**config.mk**
```make
export PLATFORM = sky130hd
export DESIGN_NAME = muldiv_unit
export DESIGN_NICKNAME = d
export VERILOG_FILES = /design/src/rtl/muldiv_pkg.sv /design/src/rtl/muldiv_step.sv /design/src/rtl/muldiv_unit.sv
export SDC_FILE = /design/constraint.sdc
export NUM_CORES = 1
export LEC_CHECK = 0
export BUFFER_PORTS_ARGS = -buffer_cell sky130_fd_sc_hd__buf_2
export CAP_MARGIN = 20
export CORE_UTILIZATION = 24
export DETAILED_ROUTE_END_ITERATION = 6
export GPL_ROUTABILITY_DRIVEN = 1
export SLEW_MARGIN = 25
export SYNTH_ARGS = -nofsm -noshare
export SYNTH_HDL_FRONTEND = slang
export SYNTH_SLANG_ARGS = --single-unit
export TNS_END_PERCENT = 100
```
**constraint.sdc**
```tcl
create_clock -name clk -period 3.8 [get_ports clk]
set_input_delay 0 -clock clk [delete_from_list [all_inputs] [get_ports clk]]
set_output_delay 0 -clock clk [all_outputs]
set_load 0.01 [all_outputs]
```
**src/rtl/muldiv_pkg.sv**
```systemverilog
// muldiv_pkg
// Shared encodings for the iterative multiply/divide unit.
//   opE    : request opcode presented on muldiv_unit.op
//   stateE : sequencer state of muldiv_unit
// Helper functions decode the opcode bits so every file agrees on
// which ops are signed and which are divides.
// Optional feature macro: MULDIV_DIV_EN (enables DIV/DIVU).
package muldiv_pkg;

  // Bit 1 selects divide, bit 0 selects the unsigned variant.
  typedef enum logic [1:0] {
    OP_MULT  = 2'b00,
    OP_MULTU = 2'b01,
    OP_DIV   = 2'b10,
    OP_DIVU  = 2'b11
  } opE;

  typedef enum logic [1:0] {
    ST_IDLE = 2'b00,
    ST_RUN  = 2'b01,
    ST_FIX  = 2'b10
  } stateE;

  function automatic logic opIsSigned(input logic [1:0] opCode);
    return (opCode == OP_MULT) || (opCode == OP_DIV);
  endfunction

  function automatic logic opIsDiv(input logic [1:0] opCode);
    return (opCode == OP_DIV) || (opCode == OP_DIVU);
  endfunction

endpackage

```
**src/rtl/muldiv_step.sv**
```systemverilog
// muldiv_step
// Combinational single radix-2 iteration of the multiply/divide datapath.
// The 2*XLEN accumulator is shared by both operations:
//   multiply : {partial product high half, remaining multiplier bits}
//   divide   : {partial remainder, dividend bits shifting into quotient}
// Ports:
//   accIn   in  2*XLEN  accumulator before the step
//   operand in  XLEN    multiplicand magnitude or divisor magnitude
//   isDiv   in  1       select divide step (only when MULDIV_DIV_EN)
//   accOut  out 2*XLEN  accumulator after the step
// Optional feature macro: MULDIV_DIV_EN (adds the shift-subtract path).
module muldiv_step
  import muldiv_pkg::*;
#(
  parameter int XLEN = 32
) (
  input  logic [2*XLEN-1:0] accIn,
  input  logic [XLEN-1:0]   operand,
`ifdef MULDIV_DIV_EN
  input  logic              isDiv,
`endif
  output logic [2*XLEN-1:0] accOut
);

  logic [XLEN:0]     addSum;
  logic [2*XLEN-1:0] mulOut;

  // Shift-add: conditionally add the multiplicand into the upper half,
  // then shift the whole accumulator right; the carry lands in the MSB.
  assign addSum = {1'b0, accIn[2*XLEN-1:XLEN]}
                + (accIn[0] ? {1'b0, operand} : {(XLEN+1){1'b0}});
  assign mulOut = {addSum, accIn[XLEN-1:1]};

`ifdef MULDIV_DIV_EN
  logic [XLEN:0]     shifted;
  logic [XLEN+1:0]   diff;
  logic              borrow;
  logic [XLEN-1:0]   remNext;
  logic [2*XLEN-1:0] divOut;
  logic              unusedDiffBit;

  // Restoring divide: bring the next dividend bit into the remainder and
  // keep the difference only when it did not go negative.
  assign shifted = {accIn[2*XLEN-1:XLEN], accIn[XLEN-1]};
  assign diff    = {1'b0, shifted} - {2'b00, operand};
  assign borrow  = diff[XLEN+1];
  assign remNext = borrow ? shifted[XLEN-1:0] : diff[XLEN-1:0];
  assign divOut  = {remNext, accIn[XLEN-2:0], ~borrow};
  // The kept difference is always below the divisor, so this bit is zero
  // whenever it would matter.
  assign unusedDiffBit = diff[XLEN];

  assign accOut = isDiv ? divOut : mulOut;
`else
  assign accOut = mulOut;
`endif

endmodule

```
**src/rtl/muldiv_unit.sv**
```systemverilog
// muldiv_unit
// Iterative MULT/MULTU/DIV/DIVU unit with architectural HI/LO registers.
// One radix-2 step per cycle on operand magnitudes; sign correction is
// applied in a final FIX cycle. Latency is XLEN+1 cycles from acceptance.
// Ports:
//   clk          in  1     clock, rising edge
//   rst_n        in  1     synchronous active-low reset
//   start        in  1     request valid
//   op           in  2     00 MULT, 01 MULTU, 10 DIV, 11 DIVU
//   a, b         in  XLEN  operands (rs, rt), sampled on acceptance
//   flush        in  1     abort in-flight operation, blocks a new start
//   hi_we, lo_we in  1     mthi/mtlo write strobes (honoured only when idle)
//   wdata        in  XLEN  mthi/mtlo data
//   busy         out 1     operation in progress (RUN or FIX)
//   done         out 1     one-cycle pulse after HI/LO were written by an op
//   hi, lo       out XLEN  HI/LO register contents
// Optional feature macro: MULDIV_DIV_EN. When undefined the divide
// hardware is omitted and ops 10/11 are ignored.
module muldiv_unit
  import muldiv_pkg::*;
#(
  parameter int XLEN = 32
) (
  input  logic            clk,
  input  logic            rst_n,
  input  logic            start,
  input  logic [1:0]      op,
  input  logic [XLEN-1:0] a,
  input  logic [XLEN-1:0] b,
  input  logic            flush,
  input  logic            hi_we,
  input  logic            lo_we,
  input  logic [XLEN-1:0] wdata,
  output logic            busy,
  output logic            done,
  output logic [XLEN-1:0] hi,
  output logic [XLEN-1:0] lo
);

  localparam int CNT_W = $clog2(XLEN) + 1;

  stateE             state;
  stateE             stateNext;
  logic              accept;
  logic              opLegal;
  logic              fixWrite;
  logic [CNT_W-1:0]  cnt;
  logic              busyQ;
  logic              doneQ;
  logic [XLEN-1:0]   hiQ;
  logic [XLEN-1:0]   loQ;

  logic [2*XLEN-1:0] acc;
  logic [2*XLEN-1:0] accStep;
  logic [XLEN-1:0]   operandB;
  logic              signDiff;
  logic [2*XLEN-1:0] prod;
  logic [XLEN-1:0]   hiRes;
  logic [XLEN-1:0]   loRes;

`ifdef MULDIV_DIV_EN
  logic              signA;
  logic              isDivQ;
  logic              divZero;
`endif

  // Absolute value for signed ops; MIN maps to itself, which is the
  // correct unsigned magnitude 2^(XLEN-1).
  function automatic logic [XLEN-1:0] magnitude(input logic [XLEN-1:0] v,
                                                input logic isSigned);
    logic signed [XLEN-1:0] sv;
    sv = v;
    return (isSigned && sv[XLEN-1]) ? XLEN'(-sv) : v;
  endfunction

  function automatic logic [XLEN-1:0] condNeg(input logic [XLEN-1:0] v,
                                              input logic neg);
    return neg ? XLEN'(-v) : v;
  endfunction

  function automatic logic [2*XLEN-1:0] condNegWide(input logic [2*XLEN-1:0] v,
                                                    input logic neg);
    return neg ? (2*XLEN)'(-v) : v;
  endfunction

`ifdef MULDIV_DIV_EN
  assign opLegal = 1'b1;
`else
  assign opLegal = !opIsDiv(op);
`endif

  assign fixWrite = (state == ST_FIX) && !flush;

  always_comb begin
    stateNext = state;
    accept    = 1'b0;
    case (state)
      ST_IDLE: begin
        if (start && !flush && opLegal) begin
          stateNext = ST_RUN;
          accept    = 1'b1;
        end
      end
      ST_RUN: begin
        if (flush) begin
          stateNext = ST_IDLE;
        end else if (cnt == CNT_W'(1)) begin
          stateNext = ST_FIX;
        end
      end
      ST_FIX: begin
        stateNext = ST_IDLE;
      end
      default: begin
        stateNext = ST_IDLE;
      end
    endcase
  end

  // Control and architectural state.
  always_ff @(posedge clk) begin
    if (!rst_n) begin
      state <= ST_IDLE;
      busyQ <= 1'b0;
      doneQ <= 1'b0;
      cnt   <= '0;
      hiQ   <= '0;
      loQ   <= '0;
    end else begin
      state <= stateNext;
      busyQ <= (stateNext != ST_IDLE);
      doneQ <= fixWrite;
      if (accept) begin
        cnt <= CNT_W'(XLEN);
      end else if (state == ST_RUN) begin
        cnt <= cnt - 1'b1;
      end
      if (fixWrite) begin
        hiQ <= hiRes;
        loQ <= loRes;
      end else if (state == ST_IDLE) begin
        if (hi_we) hiQ <= wdata;
        if (lo_we) loQ <= wdata;
      end
    end
  end

  // Operand capture: multiply and divide load the accumulator identically
  // (upper half zero, lower half |a|), so no op-dependent mux is needed.
  always_ff @(posedge clk) begin
    if (accept) begin
      acc      <= {{XLEN{1'b0}}, magnitude(a, opIsSigned(op))};
      operandB <= magnitude(b, opIsSigned(op));
      signDiff <= opIsSigned(op) && (a[XLEN-1] ^ b[XLEN-1]);
`ifdef MULDIV_DIV_EN
      signA    <= opIsSigned(op) && a[XLEN-1];
      isDivQ   <= opIsDiv(op);
      divZero  <= (b == '0);
`endif
    end else if (state == ST_RUN) begin
      acc <= accStep;
    end
  end

  muldiv_step #(
    .XLEN(XLEN)
  ) uStep (
    .accIn  (acc),
    .operand(operandB),
`ifdef MULDIV_DIV_EN
    .isDiv  (isDivQ),
`endif
    .accOut (accStep)
  );

  // Sign correction evaluated during FIX.
  always_comb begin
    prod  = condNegWide(acc, signDiff);
    hiRes = prod[2*XLEN-1:XLEN];
    loRes = prod[XLEN-1:0];
`ifdef MULDIV_DIV_EN
    if (isDivQ) begin
      // With b=0 the remainder equals |a|; re-applying the sign of a
      // returns a unmodified.
      hiRes = condNeg(acc[2*XLEN-1:XLEN], signA);
      loRes = divZero ? {XLEN{1'b1}} : condNeg(acc[XLEN-1:0], signDiff);
    end
`endif
  end

  assign busy = busyQ;
  assign done = doneQ;
  assign hi   = hiQ;
  assign lo   = loQ;

endmodule

```
==> flow_metrics.tcl, run 1 <==
set metrics [dict create \
    synth_seq_area_share_pct 36.1 \
    finClkSkew_ns 0.0154 \
    synth_edf_count 65 \
    critPathMaxStageDelay_ns 0.46 \
    synth_cell_types 70 \
    ys.flop_type "dfxtp_1" \
    vdd_drop_max_mv 0.301 \
    p_per_area_mw_per_mm2 392 \
    grt_pass1_wl_mm 56.2 \
    arrival_ns 3.57 \
    start_kind "flip-flop" \
    root_buffer "clkbuf_16" \
    fmax_ghz 0.308 \
    die_area_sq_mm 0.0479 \
    slowest_stage "edfxtp_1" \
    wl_per_cell_microns 17.2 \
    period_share_pct 85.4 \
    nets 1670 \
    cts.sinks 171 \
    vias 10500 \
    drt_iter0_markers 793 \
    fin_hold_ws_ns 0.0166 \
    gp_congestion 0.905 \
    grt-ovfl-total 0 \
    yosysWarnings 0 \
    critPathMostFrequentCell "buf_4" \
    core_area_sq_mm 0.0465 \
    drive_above_1_share_pct 16.4 \
    grt-busiest-layer "met2" \
    place_ws_ns 0.560 \
    finalHoldViolCount 0 \
    reg2reg_from "acc[0]" \
    avgSynthCellArea_sq_um 8.63 \
    grt_usage_pct 15.1 \
    setup_ws_ns 0.554 \
    path_cells "buf_4 -> and2_1 -> ha_1 -> a21oi_1 -> o211ai_1 -> a221oi_1 -> o21ai_0 -> a211oi_1 -> buf_4 -> mux2i_1 -> o22ai_1" \
    synthArstFlopShare_pct 0 \
    synthCells 1308 \
    grt_use_met2_pct 23.5 \
    ys_ff_latch 171 \
    clock_latency_ns 0.45 \
    port_buffers 169 \
    clkSlewWorstSetupHoldPaths_ns 0.07 \
    viasPerCell 4.88 \
    wl_mm 37.1 \
    dp_hpwl_mm 29.4 \
    path_class "flip-flop to flip-flop" \
    dr.pass1.iters 5 \
    dieHeight_microns 219 \
    drc 0 \
    ios 170 \
    antenna_found_initial 7 \
    met3_usage_pct 2.25 \
    critical_path.top_delay_family "compound AO/OA/AOI/OAI gates" \
    grt_max_degree 70 \
    rsz0062_at_grt "false" \
    cts-buffers-inserted 17 \
    synth_nets 1450 \
    syn_to_final_growth_pct 25.6 \
    setup_violations 0 \
    maxCapViolations 0 \
    worst_slew_pin_slew_ns 1.07 \
    crit_fanout 31 \
    die_w_microns 219 \
    ant_nets 0 \
    htreeDepth 4 \
    drv_slew 0 \
    grt_pass1_vias 9623 \
    hp-class "primary input to flip-flop" \
    p_leak_uw 0.00604 \
    rows 79 \
    use_met1_pct 21.8 \
    startpoint "acc[0]" \
    tritoncts "yes" \
    path_buf_inv 2 \
    cts_max_path_buffers 2 \
    outcome "complete, no violations" \
    initial_core_util_pct 24.3 \
    worstPathRequired_ns 4.12 \
    setup_tns_ns 0 \
    hold_start "a[2]" \
    cts_setup_buffers 0 \
    end_kind "flip-flop" \
    syn_area_sq_mm 0.0113 \
    final.min_clock_period_ns 3.25 \
    slew_headroom_pct 29.0 \
]
[registers in the layout, indices dropped and copies added, names as in the netlist]
signal / flops
acc: 64
busy: 1
cnt: 6
done: 1
hi: 32
lo: 32
operandB: 32
signDiff: 1
state: 2
[cell usage in the layout, fill, tap and decap left out, types with 65 or more instances in the layout]
| cell | n |
|---|---|
| dlygate4sd3_1 | 86 |
| o21ai_0 | 101 |
| dfxtp_1 | 106 |
| a21oi_1 | 85 |
| xnor2_1 | 66 |
| buf_2 | 169 |
| edfxtp_1 | 65 |
| xor2_1 | 76 |
| nand2_1 | 170 |
| nor2_1 | 80 |
[cell type report]
class                      instances  area, sq um
fill                            4873        32300
multi-input combinational       1041         6820
sequential                       171         4070
timing repair buffer             274         1860
tap                              607          759
clock buffer                      17          425
clock inverter                    15          146
inverter                          23         86.3
antenna                            6         15.0
[where the power goes]
group          total [uW]  internal, uW  switching, uW
Clock                1740           877            860
Combinational        1490           650            837
Sequential           2330          2080            250
Total                5550          3610           1950
[path summary, 6_finish.rpt]
kind	cells after the start	end	slack, ns
max	11	acc[61]	0.55
min	3	acc[2]	0.02
max reg2reg	11	acc[61]	0.55
min reg2reg	2	cnt[1]	0.52
[Yosys cell counts, types with 10 or more instances]
cell / n / share of area (%)
a211oi_1: 10 / 0.66
a21o_1: 17 / 1.1
a21oi_1: 85 / 3.8
a31oi_1: 10 / 0.55
and2_1: 40 / 2.2
and3_1: 21 / 1.2
clkbuf_1: 57 / 1.9
dfxtp_1: 106 / 19
edfxtp_1: 65 / 17
ha_1: 37 / 4.1
inv_1: 23 / 0.76
mux2i_1: 62 / 5.5
nand2_1: 171 / 5.7
nand3_1: 20 / 0.89
nand4_1: 12 / 0.66
nor2_1: 80 / 2.7
nor2b_1: 13 / 0.72
nor3_1: 23 / 1.0
nor4_1: 13 / 0.72
o211a_1: 14 / 1.2
o211ai_1: 11 / 0.73
o21ai_0: 101 / 4.5
o22ai_1: 19 / 1.1
o31ai_1: 21 / 1.4
o41ai_1: 16 / 1.2
or3_1: 14 / 0.78
or4_1: 11 / 0.73
xnor2_1: 66 / 5.1
xor2_1: 76 / 5.9
[per-layer routing]
metal | part of all wire, % | wire length, microns | vias up
li1 | - | - | 5200
met2 | 44 | 16500 | 307
met1 | 49 | 18200 | 4979
met3 | 5.3 | 1980 | 29
met4 | 1.2 | 448 | 2
met5 | 0.035 | 13 | -
[through the flow]
step | std cells | cell area [sq um] | power (uW) | utilization (%)
floorplan | 1308 | 11300 | 3250 | -
global placement | 2030 | 12700 | 3750 | 27.4
detailed placement | 2030 | 12700 | 3770 | 27.4
CTS | 2148 | 14200 | 5570 | 30.5
global route | 2154 | 14200 | 5830 | 30.5
finish | 2154 | 14200 | 5550 | 30.5
[logic make-up (layout without fill, tap and decap cells)]
group                    Yosys count  count (layout)  synth area share (%)
flip-flops                       171             171                  36.1
multiplexers                      69              69                  6.19
AND/OR/NAND/NOR                  458             458                  20.1
buffers and inverters             96             329                  3.65
adder cells (fa/ha/maj)           38              38                  4.28
XOR/XNOR                         142             142                  11.0
AO/OA/AOI/OAI                    334             334                  18.7
other                              0               6                     0
[repair_timing]
action,in CTS,in global routing
gates resized for setup,0,0
hold buffers,86,0
endpoints found under the hold margin,101,0
[worst min-delay path, delay by kind of cell]
family          cells  cell delay [ns]
compound gates      1             0.13
buf+inv             1             0.14
xor+xnor            1             0.08
No activity file was read; power rests on OpenSTA's default activity.
==> run 2, diff against run 1 <==
PLACE_DENSITY = 0.39   (was unset)
==> flow_metrics.tcl, run 2 (synthesis gave the netlist of run 1 again) <==
set metrics [dict create \
    die_w_microns 219 \
    dieHeight_microns 219 \
    drv_slew 0 \
    rsz0062_at_grt "false" \
    drc 0 \
    worst_slew_pin_slew_ns 0.931 \
    gp_congestion 0.822 \
    ant_nets 0 \
    top_register "acc" \
    maxCapViolations 0 \
    hp-class "primary input to flip-flop" \
    vdd_drop_max_mv 0.362 \
    core_area_sq_mm 0.0465 \
    antenna_found_initial 2 \
    wl_per_cell_microns 18.4 \
    setup_tns_ns 0 \
    final.min_clock_period_ns 3.32 \
    vias 10400 \
    root_buffer "clkbuf_16" \
    die_area_sq_mm 0.0479 \
    end_kind "flip-flop" \
    ios 170 \
    dp_hpwl_mm 31.0 \
    htreeDepth 4 \
    setup_violations 0 \
    cts.sinks 171 \
    crit_fanout 32 \
    grt_max_degree 72 \
    initial_core_util_pct 24.3 \
    port_buffers 169 \
    dp_cells 2032 \
    dr.pass1.iters 7 \
    grt_usage_pct 16.7 \
    grt_pass1_vias 9891 \
    layout.cells.non_filler 2162 \
    drt_iter0_markers 660 \
    start_kind "flip-flop" \
    rows 79 \
    cts_max_path_buffers 2 \
    syn_to_final_growth_pct 26.0 \
    r2r_slack_ns 0.48 \
    period_share_pct 87.4 \
    cts_setup_buffers 0 \
    clock_latency_ns 0.46 \
    drive_above_1_share_pct 16.1 \
    outcome "complete, no violations" \
    grt-ovfl-total 0 \
    grt_pass1_wl_mm 60.9 \
    tritoncts "yes" \
    clkSlewWorstSetupHoldPaths_ns 0.07 \
    p_leak_uw 0.00605 \
    layout_common_cells "nand2_1, buf_2, dfxtp_1" \
    finClkSkew_ns 0.0134 \
    fmax_ghz 0.301 \
    largest_reg_flops 64 \
    slew_headroom_pct 38.0 \
    p_per_area_mw_per_mm2 385 \
    arrival_ns 3.65 \
    path_class "flip-flop to flip-flop" \
    cts-buffers-inserted 17 \
    cts_resized 0 \
    wl_mm 39.8 \
    fin_hold_ws_ns 0.0199 \
    nets 1683 \
    final_common_cell "nand2_1" \
    finalHoldViolCount 0 \
    viasPerCell 4.79 \
    worstPathRequired_ns 4.13 \
]
[run 2: routing by layer]
metal	global-route usage, %	part of all wire (%)
met1	25.2	53
met2	24.7	42
met3	2.29	3.8
met4	3.89	0.96
met5	0	0
[run 2: worst max-delay path: stages, from the launching register on]
cell      delay [ns]
edfxtp_1        0.45
buf_4           0.25
and2_1          0.19
fa_1            0.43
a21oi_1         0.25
o211ai_1        0.15
a221oi_1        0.35
buf_4           0.19
o21ai_0         0.21
a211oi_1        0.28
buf_4           0.17
mux2i_1         0.18
o22ai_1         0.09
[run 2: what timing repair did]
action / 4_1_cts / 5_1_grt
hold buffers: 97 / 0
setup endpoints to repair: 0 / 0
hold endpoints to repair: 119 / 0
[run 2: cell type report]
cell class,count,area [sq um]
clock buffer,23,458
tap,607,759
antenna,1,2.50
clock inverter,9,52.6
multi-input combinational,1041,6820
timing repair buffer,287,1970
fill,4967,32200
inverter,23,86.3
sequential,171,4070
[run 2: metrics by stage]
stage	util, %	power (uW)	area [sq um]	worst slack, ns
3_5_place_dp	27.4	3820	12700	0.470
2_1_floorplan	-	3250	11300	0.496
6_report	30.6	5480	14200	0.477
4_1_cts	30.6	5530	14200	0.449
5_1_grt	30.6	5800	14200	0.236
3_3_place_gp	27.4	3830	12700	0.494
[run 2: report_power, final]
group          switching (uW)  internal [uW]  leakage, uW
Clock                     764            845     0.000246
Combinational             867            662      0.00433
Sequential                258           2080      0.00148
Total                    1890           3590      0.00605
[run 2: worst paths after layout]
check	from	to	depth (start not counted)
setup / recovery	acc[0]	acc[61]	12
hold / removal	start	state[0]	5
setup reg to reg	acc[0]	acc[61]	12
hold reg to reg	cnt[1]	cnt[1]	2
